**src/rtl/mult8_seq_ctrl.sv**
```systemverilog
`default_nettype none
// ============================================================================
// mult8_seq_ctrl - 2W x 2W unsigned multiply sequenced over one W x W multiplier
// Revision: 1.0
// ============================================================================
module mult8_seq_ctrl #(
  parameter int W = 4
) (
  input  logic           clk,
  input  logic           rst_n,
  input  logic           start,
  input  logic [2*W-1:0] a,
  input  logic [2*W-1:0] b,
  output logic           busy,
  output logic           done,
  output logic [4*W-1:0] prod,
  output logic [W-1:0]   mul_a,
  output logic [W-1:0]   mul_b,
  input  logic [2*W-1:0] mul_prod
);

  localparam logic [2:0] S_IDLE = 3'd0;
  localparam logic [2:0] S_PP0  = 3'd1;
  localparam logic [2:0] S_PP1  = 3'd2;
  localparam logic [2:0] S_PP2  = 3'd3;
  localparam logic [2:0] S_PP3  = 3'd4;
  localparam logic [2:0] S_DONE = 3'd5;

  logic [2:0]     state;
  logic [2:0]     state_nx;
  logic [2*W-1:0] a_r;
  logic [2*W-1:0] b_r;
  logic [4*W-1:0] acc;
  logic [4*W-1:0] pp_ext;
  logic [4*W-1:0] pp_shifted;
  logic           accept;

  assign busy   = (state == S_PP0) || (state == S_PP1) ||
                  (state == S_PP2) || (state == S_PP3);
  assign done   = (state == S_DONE);
  assign accept = start && ((state == S_IDLE) || (state == S_DONE));
  assign pp_ext = {{(2*W){1'b0}}, mul_prod};

  // Operand halves steered to the shared multiplier, with the matching weight
  always_comb begin
    mul_a      = '0;
    mul_b      = '0;
    pp_shifted = '0;
    case (state)
      S_PP0: begin
        mul_a      = a_r[W-1:0];
        mul_b      = b_r[W-1:0];
        pp_shifted = pp_ext;
      end
      S_PP1: begin
        mul_a      = a_r[2*W-1:W];
        mul_b      = b_r[W-1:0];
        pp_shifted = pp_ext << W;
      end
      S_PP2: begin
        mul_a      = a_r[W-1:0];
        mul_b      = b_r[2*W-1:W];
        pp_shifted = pp_ext << W;
      end
      S_PP3: begin
        mul_a      = a_r[2*W-1:W];
        mul_b      = b_r[2*W-1:W];
        pp_shifted = pp_ext << (2*W);
      end
      default: ;
    endcase
  end

  always_comb begin
    state_nx = state;
    case (state)
      S_IDLE:  state_nx = start ? S_PP0 : S_IDLE;
      S_DONE:  state_nx = start ? S_PP0 : S_IDLE;
      S_PP0:   state_nx = S_PP1;
      S_PP1:   state_nx = S_PP2;
      S_PP2:   state_nx = S_PP3;
      S_PP3:   state_nx = S_DONE;
      default: state_nx = S_IDLE;
    endcase
  end

  always_ff @(posedge clk or negedge rst_n) begin
    if (!rst_n) begin
      state <= S_IDLE;
      a_r   <= '0;
      b_r   <= '0;
      acc   <= '0;
      prod  <= '0;
    end else begin
      state <= state_nx;
      if (accept) begin
        a_r <= a;
        b_r <= b;
        acc <= '0;
      end else if (busy) begin
        acc <= acc + pp_shifted;
      end
      // The final partial product bypasses acc so prod is ready in DONE
      if (state == S_PP3) begin
        prod <= acc + pp_shifted;
      end
    end
  end

endmodule
`default_nettype wire
```
**config.mk**
```make
export PLATFORM = sky130hd
export DESIGN_NAME = mult8_seq_ctrl
export DESIGN_NICKNAME = d
export VERILOG_FILES = /design/src/rtl/mult8_seq_ctrl.sv
export SDC_FILE = /design/constraint.sdc
export NUM_CORES = 1
export LEC_CHECK = 0
export CORE_ASPECT_RATIO = 1.2
export CORE_UTILIZATION = 50
export CTS_BUF_LIST = sky130_fd_sc_hd__clkbuf_2
export DETAILED_ROUTE_END_ITERATION = 8
export PLACE_DENSITY = 0.78
export SLEW_MARGIN = 20
export SYNTH_ARGS = -nofsm -noshare
export SYNTH_HDL_FRONTEND = slang
export SYNTH_SLANG_ARGS = --single-unit
export TNS_END_PERCENT = 50
```
**constraint.sdc**
```tcl
create_clock -name clk -period 4.9 [get_ports clk]
set_input_delay 0.735 -clock clk [delete_from_list [all_inputs] [get_ports clk]]
set_output_delay 0.735 -clock clk [all_outputs]
set_load 0.01 [all_outputs]
```
==> flow_metrics.env <==
export IMPL_status="completed"
export IMPL_synth_edf_count=0
export IMPL_num_vias=2555
export IMPL_cts_buffer_depth=2
export IMPL_gp_congestion=0.982
export IMPL_port_buffers=52
export IMPL_cts_buffers_inserted=5
export IMPL_final_antenna_net_count=0
export IMPL_num_nets_final=407
export IMPL_die_area_sq_mm=0.00635
export IMPL_ctsHoldBuffers=0
export IMPL_fin_cells=445
export IMPL_grt_usage_pct=26.0
export IMPL_yosysWarningCount=0
export IMPL_cp_arrival_ns=2.67
export IMPL_clkLatencyLatePin_ns=0.46
export IMPL_place_inst=437
export IMPL_r2r_end="acc[10]"
export IMPL_reg2regPathDepth=10
export IMPL_hp_class="in2async"
export IMPL_cp_required_ns=4.16
export IMPL_startpoint_type="flop"
export IMPL_path_max_fanout=16
export IMPL_root_buffer="clkbuf_2"
export IMPL_async_reset_ff_share_pct=100
export IMPL_ys_top_cells_by_count="52 x nand2_1, 51 x dfrtp_1, 30 x o21ai_0"
export IMPL_synth_cell_types=49
export IMPL_fill_cells=498
export IMPL_max_slew_worst_pin_slew_ns=0.780
export IMPL_reg2reg_from="state[1]"
export IMPL_slew_viol_final=0
export IMPL_grt_max_degree=52
export IMPL_critical_path_class="reg2out"
export IMPL_initialDrtViolationCount=164
export IMPL_cts_resized=0
export IMPL_rows=30
export IMPL_cp_end_kind="output pin"
export IMPL_leakagePower_nw=1.59
export IMPL_syn_inst=315
export IMPL_die_x_microns=72.9
export IMPL_p_int_mw=1.35
export IMPL_synth_area_leaders="dfrtp_1 42%, nand2_1 6.5%, ha_1 6.2%"
export IMPL_synth_seq_cells=51
export IMPL_grt_antenna_before_repair=0
export IMPL_wirelength_microns=7270
export IMPL_synth_most_common_cell="nand2_1"
export IMPL_period_needed_ns=3.40
export IMPL_p_total_mw=2.44
export IMPL_cts_htree_levels=2
export IMPL_syn_avg_cell_area_sq_um=9.57
export IMPL_combPwrFrac_pct=61.2
export IMPL_clock_fmax_mhz=294
export IMPL_drive_above_1_share_pct=8.22
export IMPL_drcViolationCount=0
export IMPL_r2r_slack_ns=1.52
export IMPL_ys_seq_area_share_pct=42.3
export IMPL_swShare_pct=44.8
export IMPL_net_switching_power_mw=1.09
export IMPL_setup_ws_ns=1.50
export IMPL_synth_ff_type="dfrtp_1"
export IMPL_first_pass_iters=4
export IMPL_netlist_area_sq_mm=0.00302
export IMPL_antenna_cells=0
export IMPL_place_ws_ns=1.60
export IMPL_max_cap_violations=0
export IMPL_routedWlPerCell_microns=16.3
export IMPL_cts_tree="done"
export IMPL_finalHoldWorstSlack_ns=0.240
export IMPL_rsz0062_at_grt="no"
export IMPL_synth_top_area_cell="dfrtp_1"
export IMPL_clock_sinks=51
export IMPL_seqPwrFrac_pct=31.5
export IMPL_core_area_sq_mm=0.00574
export IMPL_clkSlewWorstSetupHoldPaths_ns=0.28
export IMPL_synth_top_area_share_pct=42.3
export IMPL_gr_total_overflow=0
export IMPL_fin_setup_tns_ns=0
export IMPL_start_util_pct=52.5
export IMPL_setup_violations=0
export IMPL_vdd_drop_max_uv=334
export IMPL_fin_crit_sh_pct=69.4
export IMPL_p_clk_share_pct=7.3
export IMPL_syn_nets=358
export IMPL_ioPinCount=53
export IMPL_fin_skew_ns=0.0348
export IMPL_hpwl_microns=5350
export IMPL_slew_headroom_pct=48.0
export IMPL_area_growth_pct=20.9
export IMPL_die_y_microns=87.1
export IMPL_vias_per_cell=5.74
export IMPL_grt_pass1_vias=2573
export IMPL_grt_first_pass_wirelength_microns=12500
export IMPL_post_cts_buffers=0
export IMPL_power_density_mw_per_mm2=669
export IMPL_hold_violations=0
-- critical path, stage by stage, from the launching register on --
cell,delay [ns]
dfrtp_1,0.79
nor2b_1,0.44
nand2_1,0.11
nand2_1,0.18
a22o_1,0.15
clkdlybuf4s50_1,0.55
-- metrics by stage --
step / area [sq um] / utilization (%)
floorplan: 3020 / -
global placement: 3600 / 62.7
detailed placement: 3600 / 62.7
CTS: 3640 / 63.5
global route: 3640 / 63.5
finish: 3640 / 63.5
-- cell families (layout without fill, tap and decap cells) --
logic type | count (synthesis) | after routing | synth area share (%)
adders and majority gates | 16 | 16 | 6.89
xor gates and xnor gates | 11 | 11 | 3.19
buffers and inverters | 17 | 67 | 2.45
muxes | 16 | 16 | 5.98
AOI/OAI and AO/OA | 95 | 95 | 21.3
and+or+nand+nor | 109 | 109 | 17.9
DFF | 51 | 51 | 42.3
-- power by group through the flow --
stage	registers [mW]	logic (mW)	clock network (mW)
after global placement	0.774	1.48	0
final	0.768	1.49	0.179
after global routing	0.800	1.66	0.199
after floorplan	0.747	0.988	0
after CTS	0.770	1.50	0.182
after detailed placement	0.781	1.49	0
-- per-layer routing --
metal  GRT usage [%]  routed length [microns]  vias to the layer above
li1                -                        -                     1244
met1            33.5                     3170                     1209
met3            4.51                      476                       11
met5               0                        0                        -
met4            9.27                      156                        0
met2            43.7                     3470                       91
-- flip-flops by register name, indices dropped and copies added, names as in the netlist --
signal and count:
acc 16, prod 16, state 3, a_r 8
b_r 8
-- worst max-delay path by stage --
stage                start  endpoint  cells past startpoint
2_1_floorplan     state[0]   acc[13]                     11
3_3_place_gp   mul_prod[0]   acc[10]                      9
3_5_place_dp   mul_prod[0]   acc[10]                      9
4_1_cts           state[1]  mul_b[1]                      5
5_1_grt           state[1]  mul_b[1]                      5
6_report          state[1]  mul_b[1]                      5
-- cell usage in the layout, fill, tap and decap left out, types with 3 or more instances in the layout --
cell / count
and2_1: 12
o211ai_1: 3
clkbuf_2: 5
dfrtp_1: 51
inv_1: 3
nand3_1: 7
xor2_1: 6
a22o_1: 10
nor2b_1: 5
nor2_1: 15
a21oi_1: 16
mux2_1: 10
a21o_1: 6
a22oi_1: 5
a32o_1: 4
xnor2_1: 5
clkdlybuf4s50_1: 51
mux2_2: 6
nand2_1: 52
ha_1: 15
o21ai_0: 30
a31o_2: 4
buf_4: 5
or3_1: 3
-- layout make-up --
cell class                 count  area (sq um)  share of cell area, %
inverter                       3          11.3                  0.309
timing repair buffer          56           548                   15.0
clock inverter                 3          18.8                  0.515
multi-input combinational    247          1670                   45.7
tap                           80           100                   2.75
clock buffer                   5          25.0                  0.687
sequential                    51          1280                   35.0
Power figures use the tool's default switching activity.
